File: config.mk
export PLATFORM = sky130hd
export DESIGN_NAME = vga_capture
export DESIGN_NICKNAME = d
export VERILOG_FILES = /design/src/rtl/vga_pkg.sv /design/src/rtl/vga_sync_edge.sv /design/src/rtl/vga_capture.sv
export SDC_FILE = /design/constraint.sdc
export NUM_CORES = 1
export LEC_CHECK = 0
export CAP_MARGIN = 20
export CORE_UTILIZATION = 35
export DETAILED_ROUTE_END_ITERATION = 16
export PLACE_DENSITY = 0.55
export RECOVER_POWER = 25
export SYNTH_ARGS = -nofsm -noshare
export SYNTH_HDL_FRONTEND = slang
export SYNTH_SLANG_ARGS = --single-unit
File: constraint.sdc
create_clock -name clk -period 1.86 [get_ports clk]
set_input_delay 0.279 -clock clk [delete_from_list [all_inputs] [get_ports clk]]
set_output_delay 0.279 -clock clk [all_outputs]
set_load 0.05 [all_outputs]
File: src/rtl/vga_pkg.sv
// Shared VGA capture types and timing constants.
// Holds the capture FSM state encoding and the 10-bit counter/address helpers.
package vga_pkg;

  typedef enum logic [1:0] {
    IDLE,
    ARM,
    CAPT
  } state_t;

  localparam int H_ACTIVE = 640;
  localparam int V_ACTIVE = 480;

  localparam int         CNT_W   = 10;
  localparam logic [9:0] CNT_MAX = 10'd1023;

  // Counters stick at full scale instead of wrapping back into the window.
  function automatic logic [CNT_W-1:0] sat_inc(input logic [CNT_W-1:0] v);
    return (v == CNT_MAX) ? v : v + 10'd1;
  endfunction

endpackage

File: src/rtl/vga_sync_edge.sv
// Falling-edge detector for an active-low VGA sync line.
// The previous value is only updated on pix_en cycles.
module vga_sync_edge (
  input  logic clk,
  input  logic rst_n,
  input  logic pix_en,
  input  logic sync,
  output logic fall
);

  logic prev;

  // NOTE: state registers use non-blocking assignments so every flop samples
  // pre-edge values regardless of process evaluation order.
  always_ff @(posedge clk or negedge rst_n) begin
    if (!rst_n) begin
      prev <= 1'b1;
    end else if (pix_en) begin
      prev <= sync;
    end
  end

  assign fall = pix_en & prev & ~sync;

endmodule

File: src/rtl/vga_capture.sv
// Captures one WIN_W x WIN_H window of a VGA frame into a frame buffer
// through a single-entry write register with mem_ready back-pressure.
module vga_capture
  import vga_pkg::*;
#(
  parameter int WIN_W = 32,
  parameter int WIN_H = 32,
  parameter int X0    = 0,
  parameter int Y0    = 0
) (
  input  logic       clk,
  input  logic       rst_n,
  input  logic       pix_en,
  input  logic       hsync,
  input  logic       vsync,
  input  logic       blank_b,
  input  logic [7:0] vga_pixel,
  input  logic       start,
  input  logic       mem_ready,
  output logic       mem_we,
  output logic [9:0] mem_adr,
  output logic [7:0] mem_wdata,
  output logic       busy,
  output logic       frame_done,
  output logic       overrun
);

  localparam logic [10:0] X_LO     = 11'(X0);
  localparam logic [10:0] X_HI     = 11'(X0 + WIN_W);
  localparam logic [10:0] Y_LO     = 11'(Y0);
  localparam logic [10:0] Y_HI     = 11'(Y0 + WIN_H);
  localparam logic [9:0]  X_OFF    = 10'(X0);
  localparam logic [9:0]  Y_OFF    = 10'(Y0);
  localparam logic [9:0]  W_MUL    = 10'(WIN_W);
  localparam logic [9:0]  LAST_ADR = 10'(WIN_W * WIN_H - 1);

  state_t     state, state_nxt;
  logic       hs_fall, vs_fall;
  logic [9:0] col, line;
  logic       line_act;
  logic       active, in_win, accept, last_accept;
  logic       enter_capt, start_acc, early_end, drop;
  logic [9:0] win_adr;

  vga_sync_edge u_hs_edge (
    .clk    (clk),
    .rst_n  (rst_n),
    .pix_en (pix_en),
    .sync   (hsync),
    .fall   (hs_fall)
  );

  vga_sync_edge u_vs_edge (
    .clk    (clk),
    .rst_n  (rst_n),
    .pix_en (pix_en),
    .sync   (vsync),
    .fall   (vs_fall)
  );

  assign active      = pix_en & blank_b;
  assign in_win      = (state == CAPT) && active &&
                       ({1'b0, col} >= X_LO) && ({1'b0, col} < X_HI) &&
                       ({1'b0, line} >= Y_LO) && ({1'b0, line} < Y_HI);
  assign accept      = mem_we & mem_ready;
  assign last_accept = accept && (mem_adr == LAST_ADR);
  assign enter_capt  = (state == ARM) && vs_fall;
  assign early_end   = (state == CAPT) && vs_fall && !last_accept;
  assign drop        = in_win & mem_we & ~mem_ready;
  assign win_adr     = (line - Y_OFF) * W_MUL + (col - X_OFF);
  assign busy        = (state != IDLE);

  always_ff @(posedge clk or negedge rst_n) begin
    if (!rst_n) begin
      state <= IDLE;
    end else begin
      state <= state_nxt;
    end
  end

  // NOTE: every output of this block gets a default first so no path
  // through the case leaves a variable unassigned and infers a latch.
  always_comb begin
    state_nxt  = state;
    frame_done = 1'b0;
    start_acc  = 1'b0;
    case (state)
      IDLE: begin
        if (start) begin
          state_nxt = ARM;
          start_acc = 1'b1;
        end
      end
      ARM: begin
        if (vs_fall) state_nxt = CAPT;
      end
      CAPT: begin
        if (last_accept || vs_fall) begin
          frame_done = 1'b1;
          if (start) begin
            state_nxt = ARM;
            start_acc = 1'b1;
          end else begin
            state_nxt = IDLE;
          end
        end
      end
      default: state_nxt = IDLE;
    endcase
  end

  // Lines only count once they have shown active video, so blanking lines
  // after vsync never shift the window.
  always_ff @(posedge clk or negedge rst_n) begin
    if (!rst_n) begin
      col      <= '0;
      line     <= '0;
      line_act <= 1'b0;
    end else begin
      if (hs_fall) begin
        col <= '0;
      end else if (active) begin
        col <= sat_inc(col);
      end

      if (enter_capt) begin
        line     <= '0;
        line_act <= 1'b0;
      end else if (hs_fall) begin
        if (line_act) line <= sat_inc(line);
        line_act <= 1'b0;
      end else if (active) begin
        line_act <= 1'b1;
      end
    end
  end

  // A new pixel may replace the entry only when it is empty or leaving now.
  always_ff @(posedge clk or negedge rst_n) begin
    if (!rst_n) begin
      mem_we    <= 1'b0;
      mem_adr   <= '0;
      mem_wdata <= '0;
    end else if (in_win && (!mem_we || mem_ready)) begin
      mem_we    <= 1'b1;
      mem_adr   <= win_adr;
      mem_wdata <= vga_pixel;
    end else if (accept) begin
      mem_we    <= 1'b0;
    end
  end

  always_ff @(posedge clk or negedge rst_n) begin
    if (!rst_n) begin
      overrun <= 1'b0;
    end else if (drop || early_end) begin
      overrun <= 1'b1;
    end else if (start_acc) begin
      overrun <= 1'b0;
    end
  end

endmodule

==> results.json <==
{
  "portBuffers": 37,
  "drt_wl_total_um": 5820,
  "clock_skew_ns": 0.0166,
  "synth_edf_count": 0,
  "ir_drop_uv": 413,
  "setup_viol": 0,
  "hold_viol": 0,
  "grt_max_degree": 22,
  "r2r_slack_ns": 0.06,
  "wl_per_cell_um": 15.8,
  "synth_seq_cells": 45,
  "max_freq_mhz": 547,
  "rr_startpoint": "line[7]",
  "final_nets": 314,
  "synth_cell_type_count": 55,
  "synth_cells": 210,
  "crit_path_max_fanout": 5,
  "diodes": 0,
  "power_density_nw_per_um2": 1090,
  "cts_max_level": 2,
  "clock_sinks": 45,
  "syn_to_final_growth_pct": 39.9,
  "io_pins": 38,
  "root_buffer": "clkbuf_8",
  "cts_tree": "yes",
  "die_h_um": 84.4,
  "reg2reg_to": "mem_wdata[4]",
  "insertion_delay_ns": 0.31,
  "worstMarginPinSlew_ns": 1.20,
  "period_share": 0.982,
  "yosysWarnings": 0,
  "grt.total_usage": 0.175,
  "drt-initial-drc-count": 62,
  "r2r_cells": 6,
  "max_cap_violations": 0,
  "core-area_um2": 6460,
  "clkTransAtPathRegs_ns": 0.09,
  "cp_slowest_cell": "clkdlybuf4s50_1",
  "dpl.hpwl_um": 4200,
  "grt_antenna_before_repair": 0,
  "setup-tns-final_ns": 0,
  "finish.utilization": 0.515,
  "startpoint": "pix_en",
  "max_slew_margin": 0.197,
  "critPathRequiredTime_ns": 1.58,
  "cp_cell_sequence": "clkdlybuf4s50_1 -> buf_4 -> nand3b_1 -> inv_2 -> nor2_4 -> nor3b_4 -> buf_12",
  "drc": 5,
  "maxUsedRoutingLayer": "met4",
  "syn_avg_cell_area_um2": 11.3,
  "holdPathStages": 3,
  "fp.dieW_um": 84.4,
  "ant_nets": 0,
  "p_leak_nw": 1.47,
  "route.met2.wl_um": 2660,
  "crit_type": "in -> out",
  "cp-endpoint": "frame_done",
  "crit_path_end_kind": "output pin",
  "status": "complete, but fails checks",
  "place.gp.congestion": 0.825,
  "drt-met1-wl_um": 2910,
  "slowest_delay_ns": 0.48,
  "die-area_um2": 7130,
  "met3WireLength_um": 193,
  "num_rows": 29,
  "synthFlopType": "dfrtp_1",
  "grt_pass1_wl_um": 9600,
  "violations": "DRC",
  "overflow": 0,
  "syn_area_um2": 2380,
  "via_count": 1930,
  "start_kind": "primary input",
  "via_per_inst": 5.23,
  "worstPathArrival_ns": 1.55,
  "cts-buffers-inserted": 5,
  "initial_utilization": 0.368,
  "hold_class": "in -> reg",
  "drive_gt1_frac": 0.325,
  "firstDrtPassIters": 12,
  "clockBufferDepth": 2,
  "drv_slew": 0,
  "ys_async_sr_fraction": 1.00,
  "period_needed_ns": 1.83,
  "grt_pass1_vias": 1910,
  "syn-num-nets": 233,
  "ys_seq_area_frac": 0.474,
  "rsz0062_at_grt": "yes"
}
## layout make-up
cell class                 count  area [µm²]
sequential                    45        1140
fill                         606        3130
clock buffer                   5        68.8
tap                           77        96.3
multi-input combinational    152        1230
inverter                       8        30.0
timing repair buffer          79         711
clock inverter                 3        46.3
## Yosys cell counts (all sizes together) (2+ instances only)
cell,count,area [µm²]
dfrtp,43,1080
mux2,19,248
nor2,18,67.6
nand4,11,68.8
nand2,10,37.5
a21oi,8,40.0
inv,8,30.0
ha,6,75.1
nand3,6,30.0
nor3,6,35.0
xnor2,6,52.6
buf,5,53.8
nor4,4,46.3
o21ai,4,20.0
or3,4,25.0
a211oi,3,22.5
and3,3,18.8
and4,3,27.5
mux2i,3,30.0
nor2b,3,21.3
xor2,3,26.3
a31oi,2,12.5
and2,2,12.5
and4b,2,20.0
dfstp,2,52.6
nand2b,2,12.5
o211ai,2,15.0
o22ai,2,12.5
or4,2,15.0
## state kept, by name (all words and copies together) (netlist names)
| register | count |
|---|---|
| u_vs_edge.prev | 1 |
| mem_adr | 10 |
| line | 10 |
| mem_wdata | 8 |
| col | 10 |
| mem_we | 1 |
| line_act | 1 |
| u_hs_edge.prev | 1 |
| overrun | 1 |
| state | 2 |
## cell families (layout without fill, tap and decap cells)
logic type,Yosys count,after routing,share of synthesized area
AO/OA/AOI/OAI,35,35,0.107
XOR/XNOR,9,9,0.0331
adder cells (fa/ha/maj),7,7,0.0400
buffers and inverters,13,95,0.0352
flip-flops,45,45,0.474
multiplexers,22,22,0.117
AND/OR/NAND/NOR,79,79,0.193
## through the flow
| stage | area [µm²] | cells | hold slack, ns | setup WS (ns) | total power [W] |
|---|---|---|---|---|---|
| finish | 3330 | 369 | 0.456 | 0.0328 | 0.00362 |
| CTS | 3210 | 363 | 0.444 | -0.000457 | 0.00359 |
| global placement | 3070 | 353 | 0.289 | -0.189 | 0.00279 |
| floorplan | 2400 | 210 | -0.0166 | 0.00469 | 0.00229 |
| detailed placement | 3070 | 353 | 0.282 | -0.178 | 0.00281 |
| global route | 3330 | 369 | 0.453 | -0.0663 | 0.00382 |
## worst min path at each step
stage                     endpoint  slack [ns]       from
after floorplan             col[0]       -0.02      rst_n
after global placement     line[4]        0.29      rst_n
after detailed placement  line_act        0.28      rst_n
after CTS                   mem_we        0.44  mem_ready
after global routing        mem_we        0.45  mem_ready
final                       mem_we        0.46  mem_ready
## layer usage
layer	track usage	vias to the layer above
met1	0.245	942
li1	-	951
met4	0.0478	0
met2	0.274	31
met3	0.0413	6
met5	0	-
## cell usage in the layout (no fill, tap or decap), types with 2 or more instances in the layout
cell             synthesis  layout
nor2b_1                  2       2
ha_1                     6       6
mux2_2                  10       4
a211oi_1                 3       3
clkdlybuf4s50_1          0      33
nor2_1                  18      17
nand2_1                 10      10
a31oi_1                  2       2
o22ai_1                  2       2
nand3_1                  6       6
xnor2_1                  6       6
a21oi_1                  8       7
inv_1                    8       7
dfstp_2                  2       2
nand2b_1                 2       2
buf_6                    1       6
and4_1                   2       2
buf_4                    3      36
o211ai_1                 2       2
mux2i_1                  3       3
nor4_1                   2       2
or3_1                    4       4
clkbuf_8                 0       5
nor3_1                   5       5
o21ai_0                  4       4
and2_1                   2       2
mux2_4                   9      15
dfrtp_1                 43      33
nand4_1                 11      11
and3_1                   3       3
nor4_4                   1       2
dfrtp_2                  0      10
or4_1                    2       2
xor2_1                   3       3
and4b_1                  2       2
## power breakdown
| group | total (W) | switching, W | internal (W) | leakage [nW] |
|---|---|---|---|---|
| logic | 0.00145 | 0.000844 | 0.000609 | 0.832 |
| clock network | 0.000770 | 0.000367 | 0.000402 | 0.0543 |
| registers | 0.00140 | 0.000196 | 0.00120 | 0.583 |
## worst max-delay path, delay by kind of cell
| family | cells | cell delay [ns] |
|---|---|---|
| buf+inv | 4 | 0.89 |
| simple gates | 3 | 0.38 |
## timing repair
item | CTS | global route
setup buffers | 1 | 4
hold endpoints to repair | 17 | 0
pin swaps | 4 | 3
cloned | 0 | 2
resized for setup | 4 | 19
hold buffers | 1 | 0
endpoints found under the setup margin | 1 | 24
Note: power is estimated with default switching activity, not from simulation.
